[config.mk]
export PLATFORM = sky130hd
export DESIGN_NAME = uart_tx_arbiter
export DESIGN_NICKNAME = d
export VERILOG_FILES = /design/src/rtl/uart_tx_arbiter.sv
export SDC_FILE = /design/constraint.sdc
export NUM_CORES = 1
export LEC_CHECK = 0
export ABC_AREA = 1
export CORE_MARGIN = 5
export CORE_UTILIZATION = 30
export DETAILED_ROUTE_END_ITERATION = 10
export PLACE_DENSITY = 0.53
export SLEW_MARGIN = 20
export SYNTH_ARGS = -nofsm -noshare
export SYNTH_HDL_FRONTEND = slang
export SYNTH_SLANG_ARGS = --single-unit
[constraint.sdc]
create_clock -name clk -period 2.2 [get_ports clk]
set_input_delay 0.44 -clock clk [delete_from_list [all_inputs] [get_ports clk]]
set_output_delay 0.44 -clock clk [all_outputs]
set_load 0.01 [all_outputs]
[src/rtl/uart_tx_arbiter.sv]
// Round-robin scheduler that shares one UART sender among N_REQ requesters.
// Frame timing is owned here because the sender gives no busy indication.
//
// state  | meaning
// S_IDLE | waiting for enable and a request; nothing is being sent
// S_SEND | send_flag held high for FRAME_CLKS cycles with the latched character
// S_GAP  | send_flag low for max(GAP_CLKS,1) cycles; ack pulses in the first cycle
module uart_tx_arbiter #(
  parameter int N_REQ      = 4,
  parameter int FRAME_CLKS = 20850,
  parameter int GAP_CLKS   = 16
) (
  input  logic                 clk,
  input  logic                 rst_n,
  input  logic                 enable,
  input  logic [N_REQ-1:0]     req,
  input  logic [7*N_REQ-1:0]   req_data,
  output logic [N_REQ-1:0]     ack,
  output logic [N_REQ-1:0]     grant,
  output logic                 send_flag,
  output logic [6:0]           send_data,
  output logic                 busy
);

  localparam int GAP_EFF = (GAP_CLKS < 1) ? 1 : GAP_CLKS;
  localparam int CW_F    = $clog2(FRAME_CLKS + 1);
  localparam int CW_G    = $clog2(GAP_EFF + 1);
  localparam int CW      = (CW_F > CW_G) ? CW_F : CW_G;
  localparam int IDXW    = (N_REQ > 1) ? $clog2(N_REQ) : 1;

  typedef enum logic [1:0] {S_IDLE, S_SEND, S_GAP} state_t;

  state_t            state_q, state_d;
  logic [CW-1:0]     cnt_q, cnt_d;
  logic [IDXW-1:0]   rr_q, rr_d;
  logic [N_REQ-1:0]  grant_q, grant_d;
  logic [N_REQ-1:0]  ack_q, ack_d;
  logic              flag_q, flag_d;
  logic [6:0]        data_q, data_d;
  logic              busy_q, busy_d;

  logic [6:0]        chars [N_REQ];
  logic              found;
  logic [IDXW-1:0]   win;
  logic [N_REQ-1:0]  win_oh;

  for (genvar i = 0; i < N_REQ; i++) begin : g_chars
    assign chars[i] = req_data[7*i +: 7];
  end

  // Circular search starting just after the last winner.
  always_comb begin
    found = 1'b0;
    win   = '0;
    for (int k = 1; k <= N_REQ; k++) begin
      int s;
      s = int'(rr_q) + k;
      if (s >= N_REQ) s = s - N_REQ;
      if (!found && req[IDXW'(s)]) begin
        found = 1'b1;
        win   = IDXW'(s);
      end
    end
  end

  assign win_oh = {{(N_REQ-1){1'b0}}, 1'b1} << win;

  always_comb begin
    state_d = state_q;
    cnt_d   = cnt_q;
    rr_d    = rr_q;
    grant_d = grant_q;
    ack_d   = '0;
    flag_d  = flag_q;
    data_d  = data_q;
    busy_d  = busy_q;
    case (state_q)
      S_IDLE: begin
        if (enable && found) begin
          state_d = S_SEND;
          grant_d = win_oh;
          data_d  = chars[win];
          flag_d  = 1'b1;
          busy_d  = 1'b1;
          rr_d    = win;
          cnt_d   = '0;
        end
      end
      S_SEND: begin
        if (cnt_q == CW'(FRAME_CLKS - 1)) begin
          state_d = S_GAP;
          flag_d  = 1'b0;
          grant_d = '0;
          ack_d   = grant_q;
          cnt_d   = '0;
        end else begin
          cnt_d = cnt_q + CW'(1);
        end
      end
      S_GAP: begin
        if (cnt_q == CW'(GAP_EFF - 1)) begin
          state_d = S_IDLE;
          busy_d  = 1'b0;
          cnt_d   = '0;
        end else begin
          cnt_d = cnt_q + CW'(1);
        end
      end
      default: begin
        state_d = S_IDLE;
        grant_d = '0;
        flag_d  = 1'b0;
        busy_d  = 1'b0;
        cnt_d   = '0;
      end
    endcase
  end

  always_ff @(posedge clk or negedge rst_n) begin
    if (!rst_n) begin
      state_q <= S_IDLE;
      cnt_q   <= '0;
      rr_q    <= IDXW'(N_REQ - 1);
      grant_q <= '0;
      ack_q   <= '0;
      flag_q  <= 1'b0;
      data_q  <= '0;
      busy_q  <= 1'b0;
    end else begin
      state_q <= state_d;
      cnt_q   <= cnt_d;
      rr_q    <= rr_d;
      grant_q <= grant_d;
      ack_q   <= ack_d;
      flag_q  <= flag_d;
      data_q  <= data_d;
      busy_q  <= busy_d;
    end
  end

  assign ack       = ack_q;
  assign grant     = grant_q;
  assign send_flag = flag_q;
  assign send_data = data_q;
  assign busy      = busy_q;

endmodule

---- Word level (Yosys, flattened, before mapping) ----
Index checks and enable logic that the tools add are counted.
word-level totals
  register bits after elaboration ......... 36
  input bits .............................. 35
  output and inout port bits .............. 17
  word-level logic and storage cells ...... 94
cells by class
  add/sub/neg operators ................... 9
  order comparisons ....................... 9
  equal/unequal tests ..................... 7
  shift operators ......................... 1
  mux-type cells .......................... 45
  bitwise logic cells ..................... 3
  reduce and logical (&&, ||, !) cells .... 12
operator list
  kind                     number
  $mux W15                 3
  $pmux W15 S3             1
  $mux W2                  11
  $lt A2 B4 Y1 const B     4
  $mux W4                  4
  $add A15 B1 Y15 const B  1
  $eq A15 B15 Y1 const B   1
  $eq A15 B4 Y1 const B    1
  $mux W1                  15
  $bmux W7 S2              1
  $mux W7                  2
  $ge A3 B3 Y1 const B     4
  $pmux W4 S3              1
  $reduce_and A3 Y1        3
  $bmux W1 S2              4
  $sub A2 B1 Y2 const B    4
  $add A2 B2 Y3 const B    2
  $ne A2 B2 Y1 const B     3
  $pmux W1 S3              2
  $pmux W2 S3              1
  $add A2 B3 Y4 const B    1
  $ge A4 B3 Y1 const B     1
  $logic_and A1 B1 Y1      4
  $shl A1 B2 Y4 const A    1
  8 further kinds          11

---- Depth between registers and ports, before layout ----
Gate-level depths: netlist (run 1).
  depth in word-level cells ............... 20
  mapped depth ............................ 17
  gate-level depth less buffers ........... 15

---- Least setup slack after synthesis (run 1) ----
Ideal clock, no wire load.
  kind .................................... register to register
  start ................................... reg rr_q[0]
  end ..................................... reg cnt_q[9]
  setup time .............................. 124 ps
  arrival ................................. 1739 ps
  data required time ...................... 2076 ps
  setup slack ............................. 337 ps
  cell stages (with the launch flop) ...... 14
  buffers on the path ..................... 2
  clock period less this slack ............ 1863 ps
  cells stage by stage .................... dfstp_2 buf_6 inv_4 nand2_1 nand2_1 nand2_1 nand2_1 nor2_4 nand3_4 nand2_2 nand2_4 buf_2 a21oi_1 a21oi_1
on the way
  word-level cells in the longest chain between the ends .. 18
  elaborated cells between the ends (all ways) .. 40
  those cells by class .................... add/sub: 8; order compare: 4; eq/ne: 1; mux: 20; reduce/logical: 7
ends and longest elaborated chain
  element                                               line  text
  from (decl)                                           35    logic [IDXW-1:0] rr_q, rr_d;
  from (signal assigned)                                123   rr_q <= IDXW'(N_REQ - 1);
  from (signal assigned)                                132   rr_q <= rr_d;
  $add A2 B1 Y3                                         57    s = int'(rr_q) + k;
  $ge A3 B3 Y1 / $sub A2 B1 Y2 (equally long branches)  58    if (s >= N_REQ) s = s - N_REQ;
  $mux W2                                               58
  $bmux W1 S2                                           59    if (!found && req[IDXW'(s)]) begin
  $mux W1 (not written as such) (2 in a row)            59
  $mux W1                                               59
  $logic_not A1 Y1                                      59
  $logic_and A1 B1 Y1                                   59
  $mux W1                                               59
  $logic_not A1 Y1                                      59
  $logic_and A1 B1 Y1                                   59
  $mux W1                                               59
  $logic_not A1 Y1                                      59
  $logic_and A1 B1 Y1                                   59
  $mux W1 *                                             59
  $logic_and A1 B1 Y1 *                                 79    if (enable && found) begin
  $ne A2 B2 Y1 (no line) *                              --
  to (signal assigned)                                  131   cnt_q <= cnt_d;
  to (decl)                                             34    logic [CW-1:0] cnt_q, cnt_d;
Mark *: on every way between the ends. The rest lies on a longest branch, timed or not. The select of a mux whose other input is x is not followed.
A chain may end at the register's enable or synchronous reset.

---- Worst setup path in the final report (run 1) ----
  start ................................... reg rr_q[0]
  end ..................................... reg cnt_q[13]
Same word-level chain as after synthesis.

==> impl_metrics.toml, run 1 <==
[run_status]
status = "completed"

[critical_path]
worst_setup_path_start_kind = "flop"
critical_path.most_common_cell = "nand2_1"
crit_arrival_ps = 2300
path_cells = "buf_4, nand2_1, nand2_1, nand2_1, nand2_2, inv_2, nand3_4, nand2_2, nand2_4, inv_2, nor2_2, nand3_1, o21ai_1"
critPathMaxFanout = 8
cpPeakStageDelay_ps = 620
path_class = "reg -> reg"
cp-end-kind = "flop"
cp_slowest_cell = "dfstp_2"
crit_buf_inv = 3
cp_top_family = "simple AND/OR/NAND/NOR gates"
cp_data_required_time_ps = 2420

[cells_and_area]
register_area_sq_um = 903
nets = 445
diodes = 0
fin_util = 0.416
multiInputGateArea_sq_um = 1280
area_growth_pct = 35.2
nFillCells = 789
drive_gt1_frac = 0.155

[sta]
finalHoldViolations = 0
whs_ps = 244
maxSlewHeadroom = 0.451
tightest_slew_ps = 823
fin_setup_tns_ps = 0
fmax_mhz = 480
final_max_slew_viol_count = 0
finClkSkew_ps = 7.64
setup_viol_count_final = 0
fin_crit_sh = 0.948
rsz0062_at_grt = "true"
layout_min_cycle_time_ps = 2090

[drt]
post-route-drc-count = 0
first_pass_iters = 4
vias = 2403
post_drt_wl_per_cell_um = 12.8
final_antenna_net_count = 0
wl_um = 6530
via_per_inst = 4.73
dr.first_iter.drc_count = 103

[yosys]
synth_edf_count = 0
synth_area_sq_um = 2380
ys_types = 33
synth_flop_cell = "dfrtp_1"
ys_async_sr_fraction = 1.00
synth.yosys.seq_area_share = 0.379
synth.avg_cell_area_sq_um = 7.09
yosys_warnings = 0
synthTopCellsByCount = "nand2_1 (122), dfrtp_1 (34), inv_1 (26), nor2_1 (21), nand3_1 (19)"
synth_top_area_frac = 0.357
yosysMostFrequentCell = "nand2_1"
synth_area_leaders = "dfrtp_1 (36%), nand2_1 (19%), nand4_1 (4.5%)"
synth_top_cell_by_area = "dfrtp_1"
synth_nets = 376
synth_seq_cells = 36
synth_cells = 336

[clock_tree]
cts.path.max_buffers = 2
cts_tree = "done"
clkSinkCount = 36
clk_latency_ps = 290
cts_hold_buf = 0
cts_made_buffers = 5
cts-root-buf = "clkbuf_8"
htree_levels = 2
clkSlewWorstSetupHoldPaths_ps = 70

[place]
gp_congestion = 0.886
io_buffers = 51
dpl.hpwl_um = 4930

[power_and_ir_drop]
total_leakage_power_nw = 1.58
power_density_nw_per_um2 = 451
ir_drop_uv = 350

[floorplanning]
die_x_um = 99.1
fp.dieH_um = 99.1
io_pins = 52
num_rows = 32
coreArea_sq_um = 7730
design.die.area_sq_um = 9820
start_util = 0.308

[grt]
grt_start_max_net_pins = 37
antenna_found_initial = 0
use_met2 = 0.222
busiest_layer = "met2"
grt_overflow = 0
grt_pass1_vias = 2326
grt_pass1_wl_um = 11200
met3_usage = 0.0273
grt_use_total = 0.136
globalRouteMet1Util = 0.185

[run]
maxCapViolations = 0

[worst_hold_path]
hp-class = "in -> async"
-- metal layers --
layer  up-vias  wire length [um]
met2        61              2940
met1      1107              3230
li1       1230                 -
met3         5               324
met4         0                39
met5         -                 0
-- power by group --
group | total (W) | switching, W | internal (W)
Clock | 0.000582 | 0.000245 | 0.000336
Combinational | 0.000209 | 0.000102 | 0.000106
Sequential | 0.000661 | 0 | 0.000661
-- repair_timing --
action / 4_1_cts / 5_1_grt
setup buffers: 0 / 3
gates resized for setup: 0 / 1
endpoints found under the hold margin: 0 / 0
endpoints found under the setup margin: 0 / 21
-- per-stage QoR --
stage,worst slack (ps),cell area (sq um),instances,total power [W]
after CTS,60.6,3190,505,0.00147
after global routing,-53.9,3220,508,0.00153
after global placement,-90.2,3080,497,0.000882
after detailed placement,-124,3080,497,0.000883
final,115,3220,508,0.00145
after floorplan,337,2380,336,0.000774
-- registers in the layout (all words and copies together) (netlist names) --
| register | cells |
|---|---|
| cnt_q | 15 |
| send_data | 7 |
| ack | 4 |
| grant | 4 |
| rr_q | 2 |
| state_q | 2 |
| busy | 1 |
| send_flag | 1 |
-- final timing paths --
check                                    startpoint                        to  slack (ps)  cells after the start
setup / recovery                rr_q[0]$_DFFE_PN1P_     cnt_q[13]$_DFFE_PN0P_         110                     13
hold / removal                                rst_n      cnt_q[9]$_DFFE_PN0P_         240                      1
setup reg to reg                rr_q[0]$_DFFE_PN1P_     cnt_q[13]$_DFFE_PN0P_         110                     13
hold reg to reg            send_data[1]$_DFFE_PN0P_  send_data[1]$_DFFE_PN0P_         480                      2
max in group asynchronous                     rst_n      grant[3]$_DFFE_PN0P_        1440                      1
min in group clk           send_data[1]$_DFFE_PN0P_  send_data[1]$_DFFE_PN0P_         480                      2
-- layout by cell type, fill, tap and decap left out, types with 3 or more instances in the layout --
cell type	synthesis	final
nand2_1	122	122
clkdlybuf4s50_1	0	50
dfrtp_1	34	34
inv_1	26	26
nor2_1	21	21
nand3_1	19	19
buf_4	2	18
nand4_1	17	17
nand2_2	15	15
o21ai_1	11	11
a21oi_1	10	10
inv_2	7	7
nor4_1	6	6
o21ai_0	6	6
nor3_1	5	5
ha_1	5	5
clkbuf_8	0	5
xor2_1	3	3
o21a_1	3	3
-- worst reg2reg max path: stages, from the launching register on --
cell     delay (ps)
dfstp_2         620
buf_4           150
nand2_1          50
nand2_1         120
nand2_1          80
nand2_2         100
inv_2            60
nand3_4         100
nand2_2          90
nand2_4         130
inv_2           100
nor2_2          230
nand3_1         110
o21ai_1          90
-- cells by family (layout without fill, tap and decap cells) --
kind of cell	after synthesis	in the layout	share of synthesized area
XOR/XNOR	3	3	0.0110
adder cells (fa/ha/maj)	5	5	0.0263
buffers and inverters	43	113	0.0841
AO/OA/AOI/OAI	34	34	0.0783
AND/OR/NAND/NOR	215	215	0.421
flip-flops	36	36	0.379
-- cell type report --
| class | instances | share of cell area |
|---|---|---|
| flip-flops and latches | 36 | 0.281 |
| clock inverters | 2 | 0.0109 |
| well taps | 102 | 0.0397 |
| inverters | 35 | 0.0416 |
| multi-input cells | 257 | 0.399 |
| repair buffers | 70 | 0.205 |
| clock buffers | 6 | 0.0226 |
No activity file was read; power rests on OpenSTA's default activity.
==> run 2: changes to the inputs <==
--- a/config.mk
+++ b/config.mk
@@ -6,6 +6,7 @@
 export NUM_CORES = 1
 export LEC_CHECK = 0
 export ABC_AREA = 1
+export ABC_CLOCK_PERIOD_IN_PS = 2200
 export CORE_MARGIN = 5
 export CORE_UTILIZATION = 30
 export DETAILED_ROUTE_END_ITERATION = 10
==> results of run 2 <==
Final layout, timing and power as in run 1 (identical DEF).
